--- config.mk ---
export PLATFORM = sky130hd
export DESIGN_NAME = parking_occupancy_ctrl
export DESIGN_NICKNAME = d
export VERILOG_FILES = /design/src/rtl/parking_pkg.sv /design/src/rtl/parking_occupancy_ctrl_rise_edge_detect.sv /design/src/rtl/parking_occupancy_ctrl.sv
export SDC_FILE = /design/constraint.sdc
export NUM_CORES = 1
export LEC_CHECK = 0
export CORE_ASPECT_RATIO = 0.5
export CORE_UTILIZATION = 35
export DETAILED_ROUTE_END_ITERATION = 6
export PLACE_DENSITY = 0.66
export SETUP_SLACK_MARGIN = 0.1
export SYNTH_ARGS = -nofsm -noshare
export SYNTH_HDL_FRONTEND = slang
export SYNTH_SLANG_ARGS = --single-unit
--- constraint.sdc ---
create_clock -name CLK -period 2.9 [get_ports CLK]
set_clock_uncertainty 0.2 [all_clocks]
set_input_delay 0.435 -clock CLK [delete_from_list [all_inputs] [get_ports CLK]]
set_output_delay 0.435 -clock CLK [all_outputs]
set_load 0.05 [all_outputs]
--- src/rtl/parking_pkg.sv ---
// Shared types and constants for the parking gate / occupancy controller.
package parking_pkg;

  localparam int COUNT_W             = 8;
  localparam int TIMER_W             = 8;
  localparam int DEFAULT_CAPACITY    = 200;
  localparam int DEFAULT_GATE_CYCLES = 16;

  typedef enum logic [1:0] {
    IDLE     = 2'd0,
    OPEN_IN  = 2'd1,
    OPEN_OUT = 2'd2,
    CLOSE    = 2'd3
  } state_e;

  function automatic logic rise_of(input logic cur, input logic prev);
    return cur & ~prev;
  endfunction

endpackage

--- src/rtl/parking_occupancy_ctrl_rise_edge_detect.sv ---
// Rising-edge detector for one level sensor: registered history, combinational rise.
import parking_pkg::*;

module rise_edge_detect (
  input  logic clk,
  input  logic rst_n,
  input  logic sig_in,
  output logic rise
);

  logic prev_q;
  logic prev_d;

  // History follows the sensor every cycle regardless of controller state.
  always_comb begin
    prev_d = sig_in;
  end

  // History register.
  always_ff @(posedge clk) begin
    if (!rst_n) begin
      prev_q <= 1'b0;
    end else begin
      prev_q <= prev_d;
    end
  end

  assign rise = rise_of(sig_in, prev_q);

endmodule

--- src/rtl/parking_occupancy_ctrl.sv ---
// Barrier sequencing FSM and occupancy counter; count/load_en feed the
// downstream occupancy register's D/en pins directly.
import parking_pkg::*;

module parking_occupancy_ctrl #(
  parameter int CAPACITY    = DEFAULT_CAPACITY,
  parameter int GATE_CYCLES = DEFAULT_GATE_CYCLES
) (
  input  logic               CLK,
  input  logic               RST,
  input  logic               entry_req,
  input  logic               exit_req,
  input  logic               car_passed,
  output logic [COUNT_W-1:0] count,
  output logic               load_en,
  output logic               gate_open,
  output logic               gate_dir,
  output logic               reject,
  output logic               full,
  output logic               empty
);

  localparam logic [COUNT_W-1:0] CAP_C      = COUNT_W'(CAPACITY);
  localparam logic [COUNT_W-1:0] COUNT_ZERO = COUNT_W'(0);
  localparam logic [COUNT_W-1:0] COUNT_ONE  = COUNT_W'(1);
  localparam logic [TIMER_W-1:0] TIMER_ZERO = TIMER_W'(0);
  localparam logic [TIMER_W-1:0] TIMER_ONE  = TIMER_W'(1);
  localparam logic [TIMER_W-1:0] TIMER_LAST = TIMER_W'(GATE_CYCLES - 1);

  state_e               state_q, state_d;
  logic [COUNT_W-1:0]   count_q, count_d;
  logic [TIMER_W-1:0]   timer_q, timer_d;
  logic                 load_en_q, load_en_d;
  logic                 gate_open_q, gate_open_d;
  logic                 gate_dir_q, gate_dir_d;
  logic                 reject_q, reject_d;

  logic entry_rise;
  logic exit_rise;
  logic pass_rise;

  rise_edge_detect u_entry_edge (
    .clk    (CLK),
    .rst_n  (RST),
    .sig_in (entry_req),
    .rise   (entry_rise)
  );

  rise_edge_detect u_exit_edge (
    .clk    (CLK),
    .rst_n  (RST),
    .sig_in (exit_req),
    .rise   (exit_rise)
  );

  rise_edge_detect u_pass_edge (
    .clk    (CLK),
    .rst_n  (RST),
    .sig_in (car_passed),
    .rise   (pass_rise)
  );

  // Next-state, counter and output decode; pulses default low every cycle.
  always_comb begin
    state_d     = state_q;
    count_d     = count_q;
    timer_d     = timer_q;
    load_en_d   = 1'b0;
    gate_open_d = gate_open_q;
    gate_dir_d  = gate_dir_q;
    reject_d    = 1'b0;

    case (state_q)
      IDLE: begin
        gate_open_d = 1'b0;
        // Exit has priority; a coincident entry edge is dropped, not queued.
        if (exit_rise) begin
          if (count_q != COUNT_ZERO) begin
            state_d     = OPEN_OUT;
            gate_open_d = 1'b1;
            gate_dir_d  = 1'b1;
            timer_d     = TIMER_ZERO;
          end else begin
            reject_d = 1'b1;
          end
        end else if (entry_rise) begin
          if (count_q < CAP_C) begin
            state_d     = OPEN_IN;
            gate_open_d = 1'b1;
            gate_dir_d  = 1'b0;
            timer_d     = TIMER_ZERO;
          end else begin
            reject_d = 1'b1;
          end
        end else begin
          state_d = IDLE;
        end
      end

      OPEN_IN, OPEN_OUT: begin
        if (pass_rise) begin
          state_d     = CLOSE;
          gate_open_d = 1'b0;
          if (state_q == OPEN_IN) begin
            if (count_q < CAP_C) begin
              count_d   = count_q + COUNT_ONE;
              load_en_d = 1'b1;
            end else begin
              count_d = count_q;
            end
          end else begin
            if (count_q != COUNT_ZERO) begin
              count_d   = count_q - COUNT_ONE;
              load_en_d = 1'b1;
            end else begin
              count_d = count_q;
            end
          end
        end else if (timer_q == TIMER_LAST) begin
          state_d     = IDLE;
          gate_open_d = 1'b0;
          timer_d     = TIMER_ZERO;
        end else begin
          timer_d = timer_q + TIMER_ONE;
        end
      end

      CLOSE: begin
        state_d     = IDLE;
        gate_open_d = 1'b0;
      end

      default: begin
        state_d     = IDLE;
        gate_open_d = 1'b0;
      end
    endcase
  end

  // State, counter and registered outputs.
  always_ff @(posedge CLK) begin
    if (!RST) begin
      state_q     <= IDLE;
      count_q     <= COUNT_ZERO;
      timer_q     <= TIMER_ZERO;
      load_en_q   <= 1'b0;
      gate_open_q <= 1'b0;
      gate_dir_q  <= 1'b0;
      reject_q    <= 1'b0;
    end else begin
      state_q     <= state_d;
      count_q     <= count_d;
      timer_q     <= timer_d;
      load_en_q   <= load_en_d;
      gate_open_q <= gate_open_d;
      gate_dir_q  <= gate_dir_d;
      reject_q    <= reject_d;
    end
  end

  assign count     = count_q;
  assign load_en   = load_en_q;
  assign gate_open = gate_open_q;
  assign gate_dir  = gate_dir_q;
  assign reject    = reject_q;
  assign full      = (count_q == CAP_C);
  assign empty     = (count_q == COUNT_ZERO);

endmodule

* Word-level counts from Yosys, hierarchy flattened *
Cells that the tools add are included.
W data, S select, Z words.

storage, ports and cells
  register bits = 25
  output and inout port bits = 14
  word-level logic and storage cells = 80

cells by class
  $lt $le $gt $ge = 1
  reductions and logical operators = 14
  $add $sub $neg = 3
  muxes and demuxes = 33
  eq/ne operators = 13
  bitwise logic cells = 6

operators by type and width
  kind                   number
  $mux W8                9
  $add A8 B1 Y8 const B  2
  $pmux W8 S2            1
  $mux W1                15
  $mux W2                6
  $ne A3 B3 Y1 const B   4
  $eq A8 B4 Y1 const B   1
  $eq A8 B8 Y1 const B   1
  $logic_not A8 Y1       1
  $lt A8 B8 Y1 const B   1
  $reduce_and A4 Y1      2
  $reduce_bool A2 Y1     4
  $reduce_bool A8 Y1     1
  $sub A8 B1 Y8 const B  1
  $pmux W2 S3            1
  $reduce_and A3 Y1      2
  $reduce_and A5 Y1      1
  $eq A2 B2 Y1 const B   2
  $ne A2 B1 Y1 const B   2
  $ne A4 B4 Y1 const B   1
  $and A1 B1 Y1          3
  $not A1 Y1             3
  $pmux W1 S3            1
  $eq A2 B1 Y1 const B   1
  other kinds (4)        4

* Longest topological paths before layout *
Gate-level depths: netlist of the first run.

  depth in word-level cells = 5
  mapped depth = 9
  depth with buffers taken out = 9

* By module *
Synthesis of the first run repeated with hierarchy kept, for this count alone.

second synthesis, totals
  cell total of the unflattened synthesis = 178
  area, all modules = 1,536.5 sq um

by module, submodules not included
  module                  sequential area each (sq um)  area an instance (sq um)  instances  cells an instance
  parking_occupancy_ctrl  440.4                         1,416.4                   1          169
  rise_edge_detect        20.0                          40.0                      3          3

* Worst setup path before layout of the first run *
OpenSTA, ideal clock, no wires.

  kind = reg-to-reg
  start = reg count_q[2], in the netlist count[2]
  end = reg count_q[1], in the netlist count[1]
  path slack = 0.093 ns
  required time = 2.572 ns
  clock period less this slack = 2.807 ns
  library setup time = 0.128 ns
  arrival = 2.479 ns
  stages on the path, launching flop included = 7
  buffers on the path = 1
  path through = dfxtp_1 -> or4_4 -> nor2_1 -> o31a_1 -> buf_4 -> mux2i_1 -> nor2_1

between the ends
  word-level cells in the longest chain between the ends = 3
  elaborated cells between the ends (all ways) = 5

ends and longest elaborated chain
  element                                                                     RTL line                                                      source
  from (decl)                                                                 parking_occupancy_ctrl.sv:31                                  logic [COUNT_W-1:0] count_q, count_d;
  from (signal assigned)                                                      parking_occupancy_ctrl.sv:152                                 count_q <= count_d;
  $lt A8 B8 Y1 / $reduce_bool A8 Y1 (equally long branches)                   parking_occupancy_ctrl.sv:105, parking_occupancy_ctrl.sv:112
  $ne A2 B1 Y1 (no source line) / $reduce_bool A2 Y1 (equally long branches)  -
  $reduce_and A4 Y1 (no source line) (*)                                      -

Every way passes the cells marked *; elsewhere a longest branch is shown, timed or not.
A chain may end at the register's enable or synchronous reset.

* Worst setup path in the final report of the first run *
  start = reg count_q[4], in the netlist count[4]
  end = out full

between the ends
  word-level cells in the longest chain between the ends = 1

ends and longest elaborated chain
  element       RTL line                       source
  $eq A8 B8 Y1  parking_occupancy_ctrl.sv:166  assign full = (count_q == CAP_C);
  to (decl)     parking_occupancy_ctrl.sv:19   output logic full,

Every way passes these cells.

==> key figures, run 1 <==
Outcome
  – Run status: finished, final reports clean

Die
  – Die Area: 4705 um^2
  – I/O pins: 19
  – Chip width: 96.01 um
  – Starting Density: 0.3805
  – FP Rows: 16
  – Die height: 49.01 um
  – Core area: 4064 um^2

Routing
  – DR DRC count: 0
  – Drt total wl: 3482 um
  – Iteration-0 DRC count of the detailed router: 48
  – DR vias: 1367
  – Via-to-Cell Ratio: 5.403
  – Final ANT Viol Nets: 0
  – Drt wl/cell: 13.76 um
  – TritonRoute pass-1 iters: 5

Power
  – Power Dens Cells: 1177 nW/um^2
  – Switching share of total power: 0.4983
  – Sequential share of power: 0.227
  – Max VDD drop: 0.5856 mV
  – P_leak: 0.7445 nW
  – Combinational share of power: 0.672
  – Psw: 1.077 mW
  – Pwr Total: 2.161 mW
  – P_int: 1.084 mW
  – Clock share of power: 0.100

Setup path
  – CP arrival: 1890 ps
  – Buffers & Inverters on Critical Path: 1
  – Critical Path Start Type: register
  – Critical path's slowest cell: dlygate4sd2_1
  – Worst Setup Path Type: reg -> out
  – Worst path cell trace: or4_1, nor3_1, dlygate4sd2_1
  – Worst Path Required: 2270 ps
  – Crit. End Element: output port
  – Critical path peak fanout: 6
  – R2R Setup Slk: 400 ps
  – Crit path largest cell delay: 550 ps
  – CP delay by family, top: simple AND/OR/NAND/NOR gates

STA
  – Worst-Margin Slew: 521.1 ps
  – Slew HR: 0.6471
  – Final setup vio count: 0
  – Setup tns final: 0 ps
  – Fin crit share: 0.8713
  – Slew Viols, Final: 0
  – Final hold vios: 0
  – Unrepaired setup endpoints after global routing: no
  – Fmax: 395.8 MHz
  – Worst hold slack: 262.6 ps
  – Tmin final: 2527 ps

Yosys
  – EDFF count, synth: 0
  – Syn Nets: 193
  – Mapped Area: 1546 um^2
  – Top-count cell post-synth: dfxtp_1
  – Synthesized area per cell: 8.688 um^2
  – Top cells by count, synth: dfxtp_1 (25), nor2_1 (17), inv_1 (10), nand2_1 (10), nand3_1 (10)
  – Synth top area share: 0.3236
  – Yosys Warn Count: 0
  – Seq/Total Area, Yosys: 0.3236
  – Async SR Flop Fraction: 0
  – Synth top area cells: dfxtp_1 (32%), ha_1 (7.3%), mux2i_1 (4.5%)
  – Yosys reg bits: 25
  – Netlist cell types: 50
  – Leading area contributor after synthesis: dfxtp_1
  – Top FF cell, synth: dfxtp_1
  – Cells after Synth: 178

Global route
  – Global-route wire length before repair: 5816 um
  – Gr ovfl total: 0
  – Vias in the first global route: 1234
  – Total global-route track usage: 0.1591
  – Initial antenna violation count: 0
  – Largest net degree at the start of global routing: 19

Layout
  – Share of cells above drive strength 1: 0.08543
  – # nets final: 215
  – ANT cells: 0
  – Layout Area Growth over Synthesis: 18.69%
  – Fillers: 398

Clocking
  – Later-pin clock latency in the skew report: 270 ps
  – Clk sinks: 25
  – H-tree levels: 1
  – CTS buffer count: 3
  – Clock transition at the registers of the reported paths: 90 ps
  – Clk Tree Root Cell: clkbuf_8
  – Hold buffer count at CTS: 0
  – CTS tree: built
  – Clk buf depth: 2

Placement
  – Port buffer count: 18
  – Routability cong.: 0.8561
  – HPWL Detailed: 2525 um

Run
  – MaxCap Viol Count: 0

Min path
  – Hold Path Class: reg -> reg
[cell families after synthesis]
logic type               after synthesis  synth area share
adder cells (fa/ha/maj)               10           0.08576
XOR/XNOR                               5           0.02832
buffers and inverters                 15           0.04369
multiplexers                           7           0.04531
AO/OA/AOI/OAI                         42            0.2047
AND/OR/NAND/NOR                       74            0.2686
flip-flops                            25            0.3236
[repair_timing]
action,4_1_cts,5_1_grt
endpoints found under the setup margin,1,0
setup buffers,0,0
gates resized for setup,1,0
[registers in the layout, indices dropped and copies added, names as in the netlist]
name                 cells
count                    8
gate_dir                 1
gate_open                1
load_en                  1
reject                   1
state_q                  2
timer_q                  8
u_entry_edge.prev_q      1
u_exit_edge.prev_q       1
u_pass_edge.prev_q       1
[per-stage QoR]
stage	setup slack (ps)	utilization	cell area, um^2	std cells
after floorplan	101.2	-	1549	178
after global placement	406.5	0.4406	1790	249
after detailed placement	348.7	0.4406	1790	249
after CTS	354.5	0.4517	1836	253
after global routing	234.2	0.4517	1836	253
final	373.2	0.4517	1836	253
[final timing paths]
| check | to | cells after the start | startpoint |
|---|---|---|---|
| worst max-delay path | full | 3 | count[4] |
| worst min register to register | gate_open | 2 | gate_open |
| worst max register to register | count[6] | 9 | state_q[1] |
| worst min-delay path | gate_open | 2 | gate_open |
[per-layer routing]
layer	vias to the layer above	share of wire	GRT usage
li1	698	-	-
met1	633	0.50	0.2133
met2	32	0.45	0.2553
met3	4	0.045	0.03271
met4	0	0.012	0.04975
met5	-	0	0
[placed cells by master (no fill, tap or decap), types with 3 or more instances in the layout]
cell type        netlist  routed
xor2_1                 4       4
nor3_1                 7       7
clkdlybuf4s50_1        0      16
and2_1                 3       3
mux2i_1                7       7
nand2_1               10      10
or4_1                  3       3
clkbuf_8               0       3
a21oi_1                9       9
o21a_1                 4       4
nand2b_1               3       3
o31ai_1                3       3
buf_4                  1       4
ha_1                   9       9
o21ai_0                8       8
or3_1                  3       3
inv_1                 10      10
dfxtp_1               25      25
nand3_1               10      10
nor2_1                17      16
[worst register-to-register path: stages (launching register included)]
cell and delay, ps:
dfxtp_1 340, inv_1 60, ha_1 210, inv_1 240, ha_1 340, a21o_1 200, a21oi_1 330, nor2_1 80
a311oi_1 300, o31ai_1 100
[area by class of cell]
cell class | instances | area [um^2] | area share
clock buffers | 3 | 41.29 | 0.02249
clock inverters | 1 | 5.005 | 0.002727
inverters | 11 | 41.29 | 0.02249
multi-input cells | 138 | 980.9 | 0.5344
flip-flops and latches | 25 | 500.5 | 0.2727
well taps | 54 | 67.56 | 0.03681
repair buffers | 21 | 198.9 | 0.1084
[power by group through the flow]
stage               clock, mW  sequential [mW]  combinational [mW]
CTS                     0.223            0.491                1.45
finish                  0.217            0.491                1.45
detailed placement          0            0.500                1.44
floorplan                   0            0.659               0.941
global placement            0            0.495                1.42
global route            0.240            0.505                1.57
No activity file was read; power rests on OpenSTA's default activity.
==> run 2, diff against run 1 <==
Settings changed: CAP_MARGIN set to 20, PLACE_DENSITY 0.66 to unset.
==> run 2 against run 1 <==
Against the previous run:
- power fell by 1.9%
- utilization barely moved
- worst setup slack improved by 49 ps
- critical path depth rose by 6
- register-to-register slack improved by 20 ps
- non-clock buffer count did not move
- cell count did not move
- flip-flop and latch count did not move
- via count fell by 2.0%
- die area did not move
- clock power barely moved
- first-iteration DRC count rose by 23%
==> key figures, run 2 (synthesis gave the netlist of run 1 again) <==
Clocking
  – CTS tree: built
  – Post-cts gate resize count: 0 (-1)
  – Clk buf depth: 2 (unchanged)
  – Setup Buffers After CTS: 0 (unchanged)
  – Clk sinks: 25 (unchanged)
  – Later-pin clock latency in the skew report: 270 ps (about the same)
  – CTS buffer count: 3 (unchanged)
  – Hold buffer count at CTS: 0 (unchanged)
  – Clock transition at the registers of the reported paths: 90 ps (about the same)
  – H-tree levels: 1 (unchanged)
  – Clk Tree Root Cell: clkbuf_8

Routing
  – Via-to-Cell Ratio: 5.292 (-2.0%)
  – Iteration-0 DRC count of the detailed router: 59 (+23%)
  – DR vias: 1339 (-2.0%)
  – Final ANT Viol Nets: 0 (unchanged)
  – Drt total wl: 3195 um (-8.2%)
  – Drt wl/cell: 12.63 um (-8.2%)
  – DR DRC count: 0 (unchanged)
  – TritonRoute pass-1 iters: 4 (-1)

STA
  – Fmax: 403.6 MHz (+2.0%)
  – Slew HR: 0.6729 (+0.02579)
  – Final hold vios: 0 (unchanged)
  – Final setup vio count: 0 (unchanged)
  – Fin crit share: 0.8545 (-0.01687)
  – Setup tns final: 0 ps (unchanged)
  – Unrepaired setup endpoints after global routing: no
  – Worst-Margin Slew: 483.0 ps (-38.09 ps)
  – Tmin final: 2478 ps (-48.91 ps)
  – Slew Viols, Final: 0 (unchanged)

Power
  – Switching share of total power: 0.4902 (-0.008102)
  – Max VDD drop: 0.4866 mV (-17%)
  – Clock share of power: 0.101 (about the same)
  – Sequential share of power: 0.231 (+0.004)
  – Psw: 1.040 mW (-3.5%)
  – Combinational share of power: 0.668 (-0.004)
  – Power Dens Cells: 1155 nW/um^2 (-1.9%)
  – P_int: 1.081 mW (-0.28%)
  – P_leak: 0.7380 nW (-0.88%)

Layout
  – Share of cells above drive strength 1: 0.09045 (+0.005025)
  – Design area: 1837 um^2 (about the same)
  – Fillers: 392 (-1.5%)
  – # nets final: 215 (unchanged)
  – Commonest non-fill, non-tap cell in the layout: dfxtp_1
  – ANT cells: 0 (unchanged)
  – Layout Area Growth over Synthesis: 18.77% (about the same)
  – Most frequent cells in the layout: dfxtp_1 (25), nor2_1 (16), clkdlybuf4s50_1 (16)

Placement
  – Port buffer count: 18 (unchanged)
  – Routability cong.: 0.8278 (-3.3%)
  – Area after DPL: 1788 um^2 (-0.14%)
  – HPWL Detailed: 2429 um (-3.8%)

Die
  – Core area: 4064 um^2 (unchanged)
  – Die height: 49.01 um (unchanged)
  – FP Rows: 16 (unchanged)
  – Chip width: 96.01 um (unchanged)
  – Die Area: 4705 um^2 (unchanged)
  – Starting Density: 0.3805 (unchanged)
  – I/O pins: 19 (unchanged)

Global route
  – Vias in the first global route: 1136 (-7.9%)
  – Global-route wire length before repair: 5299 um (-8.9%)
  – Largest net degree at the start of global routing: 19 (unchanged)
  – Total global-route track usage: 0.1462 (-0.01290)
  – Gr ovfl total: 0 (unchanged)
  – Initial antenna violation count: 0 (unchanged)

Run
  – MaxCap Viol Count: 0 (unchanged)

Setup path
  – Crit. End Element: register
  – Worst Setup Path Type: reg -> reg
  – Critical Path Start Type: register
  – Critical path peak fanout: 8 (+2)
  – CP arrival: 2430 ps (+540 ps)
  – Worst Path Required: 2850 ps (+580 ps)

Min path
  – Hold Path Class: reg -> reg

Outcome
  – Run status: finished, final reports clean
-- run 2: path summary, 6_finish.rpt --
check              from        end  slack [ps]  cells after the start
min reg2reg   gate_open  gate_open         270                      2
max reg2reg  state_q[1]   count[6]         420                      9
min           gate_open  gate_open         270                      2
max          state_q[1]   count[6]         420                      9
-- run 2: cell type report --
cell class,count,area (um^2),area share
clock buffers,3,41.29,0.02248
clock inverters,1,7.507,0.004087
inverters,11,41.29,0.02248
multi-input cells,138,980.9,0.5341
flip-flops and latches,25,500.5,0.2725
well taps,54,67.56,0.03678
repair buffers,21,197.7,0.1076
-- run 2: stage by stage --
step / cells / utilization / hold WS (ps) / power [mW] / setup slack (ps)
6_report: 253 / 0.4520 / 268.8 / 2.121 / 422.1
5_1_grt: 253 / 0.4520 / 286.8 / 2.289 / 223.4
4_1_cts: 253 / 0.4520 / 270.5 / 2.141 / 404.3
3_5_place_dp: 249 / 0.4400 / 255.4 / 1.919 / 352.9
3_3_place_gp: 249 / 0.4400 / 242.8 / 1.910 / 429.5
2_1_floorplan: 178 / - / 249.7 / 1.600 / 101.2
-- run 2: power groups by stage --
stage	logic [mW]	clock network, mW	registers, mW
finish	1.42	0.214	0.490
global route	1.54	0.243	0.504
CTS	1.43	0.225	0.490
detailed placement	1.42	0	0.498
global placement	1.41	0	0.497
floorplan	0.941	0	0.659
-- run 2: worst max-delay path, stage by stage (launching register included) --
cell      delay (ps)
dfxtp_1          340
inv_1             60
ha_1             210
inv_1            250
ha_1             340
a21o_1           190
a21oi_1          260
nor2_1            80
a311oi_1         330
o31ai_1           90
-- run 2: routing by layer --
metal,part of all wire,wire length [um],GRT usage,up-vias
met5,0,0,0,-
met2,0.44,1415,0.2187,28
met1,0.52,1672,0.2105,613
met4,0.0059,19,0.02985,0
li1,-,-,-,696
met3,0.028,88,0.03738,2
==> run 3, diff against run 2 <==
Clock period 2.9 ns to 2.4 ns, I/O delays scaled along.
==> run 3 against run 2 <==
Against the previous run:
- register-to-register slack got worse by 200 ps
- global-route usage increased by 1.7 points
- cell count rose by 2.4%
- critical path depth fell by 4
- sequential share of layout area fell by 1.9 points
- clock-buffer cell count rose by 1
- power grew 40%
- flip-flop and latch count stayed put
- non-clock buffer count rose by 6
- routed wire length rose by 10%
- highest routed layer unchanged
==> key figures, run 3 (synthesis gave the netlist of run 1 again) <==
Outcome
  – Run status: finished, final reports clean

STA
  – Final setup vio count: 0 (unchanged)
  – Worst-Margin Slew: 511.8 ps (+28.73 ps)
  – Fmax: 458.9 MHz (+14%)
  – Worst setup margin: 221.0 ps (-201.0 ps)
  – Final hold vios: 0 (unchanged)
  – Tmin final: 2179 ps (-299.0 ps)
  – Slew Viols, Final: 0 (unchanged)
  – Setup tns final: 0 ps (unchanged)
  – Slew HR: 0.6578 (-0.01513)
  – Fin crit share: 0.9079 (+0.05345)
  – Unrepaired setup endpoints after global routing: yes

Routing
  – DR DRC count: 0 (unchanged)
  – Iteration-0 DRC count of the detailed router: 60 (+1.7%)
  – Top Metal Used: met4
  – Via-to-Cell Ratio: 5.317 (+0.46%)
  – Drt wl/cell: 13.58 um (+7.5%)
  – TritonRoute pass-1 iters: 4 (unchanged)
  – Drt total wl: 3517 um (+10%)
  – M1 WL: 1818 um (+8.7%)
  – Final ANT Viol Nets: 0 (unchanged)
  – WL met2: 1587 um (+12%)
  – DR vias: 1377 (+2.8%)
  – Wire length on met3: 84 um (-4.5%)

Layout
  – Most frequent cells in the layout: dfxtp_1 (19), nor2_1 (16), clkdlybuf4s50_1 (16)
  – # nets final: 221 (+2.8%)
  – Fillers: 390 (-0.51%)
  – Commonest non-fill, non-tap cell in the layout: dfxtp_1
  – ANT cells: 0 (unchanged)
  – Layout Area Growth over Synthesis: 29.53%
  – Share of cells above drive strength 1: 0.1951 (+0.1047)
  – Design area: 2003 um^2 (+9.1%)

Die
  – Die Area: 4705 um^2 (unchanged)
  – FP Rows: 16 (unchanged)
  – Core area: 4064 um^2 (unchanged)
  – Chip width: 96.01 um (unchanged)
  – Die height: 49.01 um (unchanged)
  – I/O pins: 19 (unchanged)
  – Starting Density: 0.3805 (unchanged)

Clocking
  – Setup Buffers After CTS: 0 (unchanged)
  – H-tree levels: 1 (unchanged)
  – Clk sinks: 25 (unchanged)
  – Hold buffer count at CTS: 0 (unchanged)
  – CTS tree: built
  – CTS buffer count: 3 (unchanged)
  – Clock transition at the registers of the reported paths: 90 ps (about the same)
  – Later-pin clock latency in the skew report: 270 ps (about the same)
  – Clk Tree Root Cell: clkbuf_8
  – Clk buf depth: 2 (unchanged)

Global route
  – Total global-route track usage: 0.1634 (+0.01720)
  – Vias in the first global route: 1325 (+17%)
  – Initial antenna violation count: 0 (unchanged)
  – Global-route wire length before repair: 6085 um (+15%)
  – Largest net degree at the start of global routing: 18 (-1)
  – Gr ovfl total: 0 (unchanged)

Min path
  – Critical hold path startpoint: gate_open
  – Hold path endpoint: gate_open
  – Hold Path Class: reg -> reg
  – Hold depth: 2 (unchanged)

Power
  – Power Dens Cells: 1481 nW/um^2 (+28%)
  – Max VDD drop: 0.5925 mV (+22%)
  – P_leak: 0.7935 nW (+7.5%)
  – Pwr Total: 2.966 mW (+40%)

Placement
  – Routability cong.: 0.8734 (+5.5%)
  – Area after DPL: 1876 um^2 (+4.9%)
  – Dpl ws: 50.92 ps (-302.0 ps)
  – Port buffer count: 18 (unchanged)
  – HPWL Detailed: 2572 um (+5.9%)

Setup path
  – Critical path peak fanout: 5 (-3)
  – Worst Setup Path Type: reg -> reg
  – Critical Path Start Type: register
  – Worst setup startpoint: count[2]
  – CP arrival: 2160 ps (-270 ps)
  – FF-to-FF End: timer_q[6]
  – R2R Setup Slk: 220 ps (-200 ps)
  – Crit. End Element: register
  – Worst Path Required: 2380 ps (-470 ps)
  – RR Startpoint: count[2]
  – Worst r2r path cells: 5 (-4)

Run
  – MaxCap Viol Count: 0 (unchanged)
[run 3: how the worst max path moves through the flow]
| stage | end | cells after the start |
|---|---|---|
| after floorplan | count[1] | 6 |
| after global placement | count[7] | 8 |
| after detailed placement | count[7] | 8 |
| after CTS | count[6] | 9 |
| after global routing | count[6] | 9 |
| final | timer_q[6] | 5 |
[run 3: stage by stage]
| stage | hold slack (ps) | utilization | std cells |
|---|---|---|---|
| floorplan | 249.7 | - | 178 |
| global placement | 242.4 | 0.4615 | 255 |
| detailed placement | 251.4 | 0.4615 | 255 |
| CTS | 264.6 | 0.4726 | 259 |
| global route | 282.2 | 0.4929 | 259 |
| finish | 262.4 | 0.4929 | 259 |
[run 3: area by class of cell]
| class | instances | area (um^2) | share of cell area |
|---|---|---|---|
| inverters | 11 | 46.29 | 0.02311 |
| well taps | 54 | 67.56 | 0.03373 |
| repair buffers | 27 | 267.8 | 0.1337 |
| flip-flops and latches | 25 | 508.0 | 0.2536 |
| multi-input cells | 138 | 1069 | 0.5334 |
| clock buffers | 4 | 45.04 | 0.02249 |
[run 3: critical path: stages, from the launching register on]
cell and delay, ps:
dfxtp_2 380, or4_4 590, o21a_4 260, o311a_4 330, and3_1 170, o21a_1 150
[run 3: routing by layer]
metal,GRT usage,vias to the layer above
met5,0,-
met4,0.03483,0
li1,-,709
met3,0.03583,4
met2,0.2600,16
met1,0.2257,648
[run 3: what timing repair did]
action / 4_1_cts / 5_1_grt
pin swaps: 0 / 2
endpoints found under the setup margin: 2 / 4
gates resized for setup: 1 / 13
gates cloned: 0 / 0
endpoints found under the hold margin: 0 / 0
[run 3: power by group]
part	switching, mW	total, mW	internal (mW)
Clock	0.143	0.262	0.119
Sequential	0.108	0.616	0.508
Combinational	1.13	2.09	0.959
Total	1.38	2.97	1.59
